### src/rtl/led_pattern_gen.sv
// led_pattern_gen: drives WIDTH LEDs from a programmable prescaler tick.
// Modes: binary up/down counter, Gray counter, bouncing one-hot scan,
// and Galois LFSR. Supports synchronous preload and tick/wrap strobes
// for chaining several generators.
module led_pattern_gen #(
  parameter int               WIDTH = 8,
  parameter int               DIV_W = 24,
  parameter logic [WIDTH-1:0] TAPS  = WIDTH'(8'hB8)
) (
  input  logic             clk,
  input  logic             rst_n,
  input  logic             en,
  input  logic [1:0]       mode,
  input  logic             dir,
  input  logic [DIV_W-1:0] div,
  input  logic             load,
  input  logic [WIDTH-1:0] load_val,
  output logic [WIDTH-1:0] leds,
  output logic             tick,
  output logic             wrap
);

  localparam logic [1:0] MODE_BIN  = 2'd0;
  localparam logic [1:0] MODE_GRAY = 2'd1;
  localparam logic [1:0] MODE_SCAN = 2'd2;
  localparam logic [1:0] MODE_LFSR = 2'd3;

  localparam logic [WIDTH-1:0] ALL_ONES = {WIDTH{1'b1}};
  localparam logic [WIDTH-1:0] ST_ONE   = WIDTH'(1);
  localparam logic [DIV_W-1:0] PRE_ONE  = DIV_W'(1);

  // Registered state
  logic [DIV_W-1:0] r_pre;
  logic [WIDTH-1:0] r_st;
  logic [1:0]       r_mode_q;
  logic             r_sdir;    // scan direction, 1 = toward MSB
  logic [WIDTH-1:0] r_leds;
  logic             r_tick;
  logic             r_wrap;

  // Next-state values
  logic [DIV_W-1:0] w_pre_next;
  logic [WIDTH-1:0] w_st_next;
  logic             w_sdir_next;
  logic [WIDTH-1:0] w_leds_next;
  logic             w_tick_next;
  logic             w_wrap_next;

  logic             w_fire;
  logic             w_mode_chg;
  logic             w_load_onehot;

  // Starting state of each mode's sequence
  function automatic logic [WIDTH-1:0] seed_of(input logic [1:0] m);
    case (m)
      MODE_SCAN: seed_of = ST_ONE;
      MODE_LFSR: seed_of = ALL_ONES;
      default:   seed_of = '0;
    endcase
  endfunction

  // ">=" so that lowering div mid-period fires at once instead of waiting
  // for the prescaler to wrap around
  assign w_fire        = en && (r_pre >= div);
  assign w_mode_chg    = (mode != r_mode_q);
  assign w_load_onehot = (load_val != '0) && ((load_val & (load_val - ST_ONE)) == '0);

  // Next-state logic: load beats mode change, which beats a tick step
  always_comb begin
    w_pre_next  = r_pre;
    w_st_next   = r_st;
    w_sdir_next = r_sdir;
    w_tick_next = 1'b0;
    w_wrap_next = 1'b0;
    if (load) begin
      w_pre_next = '0;
      case (mode)
        MODE_LFSR: w_st_next = (load_val == '0) ? ALL_ONES : load_val;
        MODE_SCAN: begin
          // A loaded scan position always starts moving toward the MSB
          w_st_next   = w_load_onehot ? load_val : ST_ONE;
          w_sdir_next = 1'b1;
        end
        default:   w_st_next = load_val;
      endcase
    end else if (w_mode_chg) begin
      w_pre_next  = '0;
      w_st_next   = seed_of(mode);
      w_sdir_next = 1'b1;
    end else if (w_fire) begin
      w_pre_next  = '0;
      w_tick_next = 1'b1;
      case (r_mode_q)
        MODE_SCAN: begin
          if (r_sdir) begin
            if (r_st[WIDTH-1]) begin
              w_st_next   = r_st >> 1;
              w_sdir_next = 1'b0;
            end else begin
              w_st_next = r_st << 1;
            end
          end else begin
            if (r_st[0]) begin
              w_st_next   = r_st << 1;
              w_sdir_next = 1'b1;
            end else begin
              w_st_next = r_st >> 1;
            end
          end
          w_wrap_next = (w_st_next == ST_ONE);
        end
        MODE_LFSR: begin
          w_st_next   = (r_st >> 1) ^ (r_st[0] ? TAPS : '0);
          w_wrap_next = (w_st_next == ALL_ONES);
        end
        default: begin
          if (dir) begin
            w_st_next   = r_st + ST_ONE;
            w_wrap_next = (r_st == ALL_ONES);
          end else begin
            w_st_next   = r_st - ST_ONE;
            w_wrap_next = (r_st == '0);
          end
        end
      endcase
    end else if (en) begin
      w_pre_next = r_pre + PRE_ONE;
    end
  end

  // LED pattern derived from the next state so it updates with st
  always_comb begin
    w_leds_next = w_st_next;
    if (mode == MODE_GRAY) begin
      w_leds_next = w_st_next ^ (w_st_next >> 1);
    end
  end

  // State and output registers with asynchronous reset
  always_ff @(posedge clk or negedge rst_n) begin
    if (!rst_n) begin
      r_pre    <= '0;
      r_st     <= '0;
      r_mode_q <= MODE_BIN;
      r_sdir   <= 1'b1;
      r_leds   <= '0;
      r_tick   <= 1'b0;
      r_wrap   <= 1'b0;
    end else begin
      r_pre    <= w_pre_next;
      r_st     <= w_st_next;
      r_mode_q <= mode;
      r_sdir   <= w_sdir_next;
      r_leds   <= w_leds_next;
      r_tick   <= w_tick_next;
      r_wrap   <= w_wrap_next;
    end
  end

  assign leds = r_leds;
  assign tick = r_tick;
  assign wrap = r_wrap;

endmodule

### config.mk
export PLATFORM = sky130hd
export DESIGN_NAME = led_pattern_gen
export DESIGN_NICKNAME = d
export VERILOG_FILES = /design/src/rtl/led_pattern_gen.sv
export SDC_FILE = /design/constraint.sdc
export NUM_CORES = 1
export LEC_CHECK = 0
export BUFFER_PORTS_ARGS = -buffer_cell sky130_fd_sc_hd__clkbuf_2
export CORE_MARGIN = 5
export CORE_UTILIZATION = 60
export DETAILED_ROUTE_END_ITERATION = 6
export HOLD_SLACK_MARGIN = 0.08
export PLACE_DENSITY = 0.87
export SLEW_MARGIN = 10
export SYNTH_ARGS = -nofsm -noshare
export SYNTH_HDL_FRONTEND = slang
export SYNTH_SLANG_ARGS = --single-unit
### constraint.sdc
create_clock -name clk -period 5.3 [get_ports clk]
set_clock_uncertainty 0.05 [all_clocks]
set_input_delay 1.06 -clock clk [delete_from_list [all_inputs] [get_ports clk]]
set_output_delay 1.06 -clock clk [all_outputs]
set_load 0.01 [all_outputs]
==> key figures, run 1 <==
Synth
  • Synth Net Count: 500
  • Post-Syn Area: 3630 um2
  • Adder-Cell Fraction of Synth Area: 11.9%
  • Mux contribution to synthesized area: 3.35%
  • Asr flop ratio synth: 100%
  • Flops & latches, synth: 44
  • Post-synth cell types: 66
  • Post-Synth Simple-Gate Area: 22.7%
  • Warnings, synthesis: 0
  • Ranking of synthesized cells by area: dfrtp_1, ha_1, nor2_1
  • Post-synth top cells: nor2_1, dfrtp_1, nand2_1
  • Prevailing post-synth register cell: dfrtp_1
  • Post-synthesis cell count: 428
  • Most frequent cell after synthesis: nor2_1
  • Compound-Gate Fraction of Synth Area: 17.9%
  • Largest family of logic cells by synthesized area: simple AND/OR/NAND/NOR gates
  • Xor/xnor cell area share of the yosys netlist: 8.45%
  • Cell taking the most area after synthesis: dfrtp_1
  • Sequential fraction of the synthesis area: 30.4%
  • Share of the synthesized area in the top cell type: 29.7%
  • Mean post-synth cell area: 8.47 um2
  • EDFF count, synth: 0

Hold path
  • Min-delay worst type: flip-flop to flip-flop
  • Worst Min Path Start: r_pre[23]$_DFFE_PN0P_
  • Hold depth: 2
  • Hold endpoint: r_pre[23]$_DFFE_PN0P_

Global route
  • Tot GR Track Use: 22.7%
  • Largest net degree at the start of global routing: 45
  • Number of global-route vias before repair: 3,151
  • Initial antenna violation count: 0
  • First-pass GRT wire length: 14,000 um
  • GRT overflow: 0

CTS
  • TritonCTS clock tree: done
  • CTS hold repair buffers: 0
  • Root Buffer: clkbuf_8
  • H-tree depth: 2
  • Skew-Pair Late Insertion Delay: 0.30 ns
  • Post-CTS setup buffer count: 0
  • CTS Sinks: 44
  • CTS buffer count: 5
  • Max Buffers Root-to-Sink: 2
  • # resized after CTS: 0
  • Clock Pin Slew Worst Setup and Hold Paths: 0.09 ns

Layout
  • Share of layout cells above drive strength 1: 15.5%
  • Area Growth Syn to Fin: 10.6%
  • Nets: 541
  • Antenna cells: 0

Critical path
  • CP required: 5.47 ns
  • Critical Path AT: 3.72 ns
  • Register-to-Register Path Depth: 9
  • Kind of critical path: input pin to flip-flop
  • Critical Path Source Type: input pin
  • Largest fanout on the critical path: 22
  • Flop-to-flop setup slack: 2.18 ns
  • CP Capture Type: flip-flop
  • Reg2reg start: r_pre[2]$_DFFE_PN0P_
  • Reg-to-reg endpoint: leds[6]$_DFF_PN0_

Placement
  • Pre-CTS WS: 1.42 ns
  • GPL Wtd Cong: 0.874
  • DP HPWL: 6390 um
  • IO buf count: 48

Floorplanning
  • Starting Density: 61.6%
  • Num rows: 28
  • Core box area: 5890 um2
  • Die Span Y: 87.7 um
  • I/O pin count: 49
  • Die area: 7700 um2
  • Die width: 87.7 um

Timing
  • Final min period: 3.55 ns
  • Pins over their slew limit: 0
  • Final setup TNS: 0 ns
  • RSZ-0062 raised after global routing: false
  • Fmax: 282 MHz
  • Final setup vio count: 0
  • Final worst setup slack: 1.75 ns
  • Slew of the pin with the lowest slew margin: 1.06 ns
  • Period utilization: 67.0%
  • Slew HR: 29.6%
  • Final hold violation count: 0

Route
  • Vias: 3,189
  • Avg WL per Cell: 14.9 um
  • Starting DRC count in detailed routing: 179
  • DRC: 0
  • Vias per std cell: 5.85
  • Routed Wire Length: 8130 um
  • Post-route ant nets: 0
  • DRT Pass-1 Iters: 4

Power and ir drop
  • P per Cell Area: 217 nW/um2
  • Pwr Total: 870 uW
  • Pleak: 1.90 nW
  • Maximum VDD drop: 223 uV

Run status
  • Status: finished clean

Job
  • Max-cap violations: 0
-- cell type report --
type | count | area, um2
clock inverters | 2 | 38.8
repair buffers | 48 | 240
multi-input cells | 338 | 2330
inverters | 32 | 120
flip-flops and latches | 44 | 1100
well taps | 75 | 93.8
fillers | 492 | 1880
clock buffers | 6 | 82.6
-- routing by layer --
metal	global-route usage [%]	wire (um)	part of all wire [%]	vias to the layer above
met1	27.5	3360	41	1478
met5	0	0	0	-
li1	-	-	-	1586
met3	4.05	492	6.1	18
met2	40.3	4110	51	107
met4	8.23	163	2.0	0
-- kinds of logic (layout without fill, tap and decap cells) --
group	count (synthesis)	after routing
mux	12	12
fa+ha+maj	34	34
xor+xnor	35	35
buf+inv	46	88
simple gates	165	165
compound gates	92	92
flops	44	44
-- where the power goes --
group          internal (mW)  switching, mW
sequential             0.353         0.0283
clock                  0.154          0.119
combinational         0.0908          0.125
total                  0.598          0.272
-- flip-flops by register name, indices dropped and copies added (netlist names) --
signal	count
r_sdir	1
r_st	7
r_mode_q	2
leds	8
wrap	1
r_pre	24
tick	1
-- worst max-delay path, stage by stage --
cell       delay [ns]
clkbuf_2         0.07
inv_1            0.03
ha_1             0.29
a211o_1          0.29
a31oi_1          0.19
o221ai_2         0.14
a311oi_4         0.45
a21o_4           0.24
nand2_1          0.40
o2111ai_1        0.39
xnor2_1          0.16
-- worst max-delay path by stage --
| stage | end | slack [ns] | start |
|---|---|---|---|
| 3_5_place_dp | leds[6]$_DFF_PN0_ | 1.42 | div[2] |
| 5_1_grt | leds[6]$_DFF_PN0_ | 1.57 | div[2] |
| 6_report | leds[6]$_DFF_PN0_ | 1.75 | div[2] |
| 2_1_floorplan | leds[5]$_DFF_PN0_ | 2.06 | div[2] |
| 4_1_cts | leds[6]$_DFF_PN0_ | 1.72 | div[2] |
| 3_3_place_gp | leds[6]$_DFF_PN0_ | 1.51 | div[2] |
-- through the flow --
stage               hold slack (ns)  instance area (um2)  instances  util [%]
floorplan                     0.459                 3630        428         -
global placement              0.499                 3890        537      66.1
detailed placement            0.508                 3890        537      66.1
CTS                           0.530                 4010        545      68.1
global route                  0.548                 4010        545      68.1
finish                        0.525                 4010        545      68.1
-- layout by cell type (no fill, tap or decap), drive strengths merged, types with 2 or more instances in the layout --
master,instances
clkbuf,54
and3,9
o221ai,2
and2,3
nor3b,2
inv,32
o31ai,3
or3,2
a211oi,6
mux2i,11
a2111oi,2
o211ai,5
o22ai,2
and4,2
nor4b,2
xnor2,15
nand4b,4
nor2b,3
a21oi,38
nand3,10
o211a,2
a31oi,2
xor2,20
nor2,68
o21bai,3
nand2b,4
dfrtp,43
ha,32
nor4,5
nand4,5
nand2,38
nor3,5
o21ai,17
Note: power is estimated with default switching activity, not from simulation.
==> run 2, diff against run 1 <==
--- a/config.mk
+++ b/config.mk
@@ -7,10 +7,10 @@
 export LEC_CHECK = 0
 export BUFFER_PORTS_ARGS = -buffer_cell sky130_fd_sc_hd__clkbuf_2
 export CORE_MARGIN = 5
-export CORE_UTILIZATION = 60
+export CORE_UTILIZATION = 53
 export DETAILED_ROUTE_END_ITERATION = 6
 export HOLD_SLACK_MARGIN = 0.08
-export PLACE_DENSITY = 0.87
+export PLACE_DENSITY = 0.81
 export SLEW_MARGIN = 10
 export SYNTH_ARGS = -nofsm -noshare
 export SYNTH_HDL_FRONTEND = slang
==> constraint.sdc (replaced) <==
create_clock -name clk -period 3.2 [get_ports clk]
set_clock_uncertainty 0.05 [all_clocks]
set_input_delay 0.64 -clock clk [delete_from_list [all_inputs] [get_ports clk]]
set_output_delay 0.64 -clock clk [all_outputs]
set_load 0.01 [all_outputs]
==> run 2 against run 1 <==
Against the previous run:
- power increased by 66%
- routed wire length increased by 2.7%
- critical path type is now flip-flop to flip-flop
- first-iteration DRC count fell by 5.6%
- combinational power grew 78%
- clock power up 61%
- sequential power up 63%
- sequential cell count stayed put
- count of clock-buffer cells in the layout down 1
- hold slack got worse by 0.052 ns
- core utilization down 7.6 points
- non-clock buffer count increased by 8
==> key figures, run 2 (synthesis gave the netlist of run 1 again) <==
Run status
  • Status: finished clean (unchanged)

CTS
  • Skew-Pair Late Insertion Delay: 0.30 ns (about the same)
  • Max Buffers Root-to-Sink: 2 (unchanged)
  • CTS buffer count: 5 (unchanged)
  • # resized after CTS: 0 (unchanged)
  • Root Buffer: clkbuf_8 (unchanged)
  • Post-CTS setup buffer count: 0 (unchanged)
  • CTS hold repair buffers: 0 (unchanged)
  • Clock Pin Slew Worst Setup and Hold Paths: 0.09 ns (about the same)
  • TritonCTS clock tree: done (unchanged)
  • CTS Sinks: 44 (unchanged)
  • H-tree depth: 2 (unchanged)

Floorplanning
  • Die Span Y: 92.7 um (was 87.7 um)
  • Num rows: 30 (was 28)
  • I/O pin count: 49 (unchanged)
  • Die width: 92.7 um (was 87.7 um)
  • Die area: 8600 um2 (was 7700 um2)
  • Core box area: 6720 um2 (was 5890 um2)
  • Starting Density: 54.0% (was 61.6%)

Critical path
  • CP Depth: 9 (was 11)
  • CP delay by family, top: compound AO/OA/AOI/OAI gates (unchanged)
  • Crit path from: r_pre[5]$_DFFE_PN0P_ (was div[2])
  • Worst path slowest cell: dfrtp_1 (was a311oi_4)
  • Reg-to-reg endpoint: leds[1]$_DFF_PN0_ (was leds[6]$_DFF_PN0_)
  • Reg2reg start: r_pre[5]$_DFFE_PN0P_ (was r_pre[2]$_DFFE_PN0P_)
  • End point of the critical path: leds[1]$_DFF_PN0_ (was leds[6]$_DFF_PN0_)
  • Kind of critical path: flip-flop to flip-flop (was input pin to flip-flop)
  • Critical Path AT: 2.94 ns (was 3.72 ns)
  • CP required: 3.33 ns (was 5.47 ns)
  • Critical Path Source Type: flip-flop (was input pin)
  • Largest fanout on the critical path: 7 (was 22)
  • Flop-to-flop setup slack: 0.39 ns (was 2.18 ns)
  • CP bufs+invs: 0 (was 2)
  • Max stage delay on crit path: 0.45 ns (about the same)
  • CP cell instances: ha_1, nand2_1, or3_1, o221ai_2, a311oi_4, a21oi_4, mux2i_1, a21oi_1, xor2_1 (was clkbuf_2, inv_1, ha_1, a211o_1, a31oi_1, o221ai_2, a311oi_4, a21o_4, nand2_1, o2111ai_1, xnor2_1)
  • Register-to-Register Path Depth: 9 (unchanged)
  • CP Capture Type: flip-flop (unchanged)

Global route
  • GRT overflow: 0 (unchanged)
  • Number of global-route vias before repair: 3,136 (was 3,151)
  • Tot GR Track Use: 20.5% (was 22.7%)
  • First-pass GRT wire length: 14,300 um (was 14,000 um)
  • Initial antenna violation count: 0 (unchanged)
  • Largest net degree at the start of global routing: 45 (unchanged)

Layout
  • Register area: 1100 um2 (unchanged)
  • Top reg by flops: r_pre (unchanged)
  • Area of the multi-input gates: 2330 um2 (unchanged)
  • Max reg flops: 24 (unchanged)
  • Nets: 549 (was 541)
  • Most common cell after layout, fill and taps aside: nor2_1 (unchanged)
  • Final Core Density: 60.6% (was 68.1%)
  • Fill count: 559 (was 492)
  • Area Growth Syn to Fin: 12.2% (was 10.6%)
  • Final std cells w/o fill: 558 (was 545)
  • Final Cell Area: 4070 um2 (was 4010 um2)
  • Share of layout cells above drive strength 1: 16.9% (was 15.5%)
  • Commonest cells after routing, fill and taps aside: nor2_1, clkbuf_2, dfrtp_1 (unchanged)
  • Antenna cells: 0 (unchanged)

Timing
  • Final setup TNS: 0 ns (unchanged)
  • Final hold violation count: 0 (unchanged)
  • Period utilization: 87.8%
  • Final min period: 2.81 ns
  • Slew HR: 27.9% (was 29.6%)
  • RSZ-0062 raised after global routing: false (unchanged)
  • Final setup vio count: 0 (unchanged)
  • Slew of the pin with the lowest slew margin: 1.08 ns (was 1.06 ns)
  • Fmax: 356 MHz
  • Pins over their slew limit: 0 (unchanged)

Route
  • Met2 Routed Length: 4110 um (about the same)
  • Post-route ant nets: 0 (unchanged)
  • DRT Pass-1 Iters: 4 (unchanged)
  • Avg WL per Cell: 15.0 um (was 14.9 um)
  • Starting DRC count in detailed routing: 169 (was 179)
  • Routed Wire Length: 8350 um (was 8130 um)
  • Metal3 WL: 347 um (was 492 um)
  • Uppermost layer routed: met4 (unchanged)
  • Vias: 3,210 (was 3,189)
  • Metal-1 WL: 3740 um (was 3360 um)
  • DRC: 0 (unchanged)
  • Vias per std cell: 5.75 (was 5.85)

Hold path
  • Min-delay worst type: input pin to async pin (was flip-flop to flip-flop)

Placement
  • IO buf count: 48 (unchanged)
  • DP HPWL: 6510 um (was 6390 um)
  • Post-DP Area: 3950 um2 (was 3890 um2)
  • Dpl cells: 550 (was 537)
  • GPL Wtd Cong: 0.955 (was 0.874)

Power and ir drop
  • Pleak: 1.93 nW (was 1.90 nW)
  • Pwr Total: 1.44 mW (was 870 uW)
  • P per Cell Area: 355 nW/um2 (was 217 nW/um2)
  • Maximum VDD drop: 277 uV (was 223 uV)

Job
  • Max-cap violations: 0 (unchanged)
## run 2: how the worst min path moves through the flow
stage	startpoint	end	slack (ns)	cells past startpoint
finish	rst_n	r_pre[11]$_DFFE_PN0P_	0.47	1
global route	mode[0]	r_mode_q[0]$_DFF_PN0_	0.49	1
CTS	mode[0]	r_mode_q[0]$_DFF_PN0_	0.49	1
detailed placement	r_pre[21]$_DFFE_PN0P_	r_pre[21]$_DFFE_PN0P_	0.51	2
global placement	r_pre[23]$_DFFE_PN0P_	r_pre[23]$_DFFE_PN0P_	0.49	2
floorplan	rst_n	leds[0]$_DFF_PN0_	0.29	0
## run 2: where the power goes
part           internal [mW]  switching [mW]
clock network          0.235           0.205
logic                  0.159           0.224
registers              0.585          0.0362
## run 2: area by class of cell
| class | instances | share of cell area (%) |
|---|---|---|
| clock buffers | 5 | 1.69 |
| inverters | 32 | 2.95 |
| clock inverters | 3 | 1.14 |
| well taps | 80 | 2.46 |
| flip-flops and latches | 44 | 27.1 |
| multi-input cells | 338 | 57.3 |
| repair buffers | 56 | 7.38 |
## run 2: worst register-to-register path, delay by kind of cell, from the launching register on
family	cells	cell delay (ns)
simple gates	2	0.41
flops	1	0.45
mux	1	0.34
fa+ha+maj	1	0.32
compound gates	4	0.94
xor+xnor	1	0.18
## run 2: metal layers
metal  GRT usage [%]  vias up
li1                -     1601
met1            25.5     1525
met2            35.9       70
met3            4.06       14
met4            6.35        0
met5               0        -
## run 2: through the flow
stage | hold WS [ns] | setup WS [ns]
finish | 0.472 | 0.391
global route | 0.490 | 0.244
floorplan | 0.294 | 0.381
global placement | 0.491 | 0.157
CTS | 0.487 | 0.412
detailed placement | 0.511 | 0.117
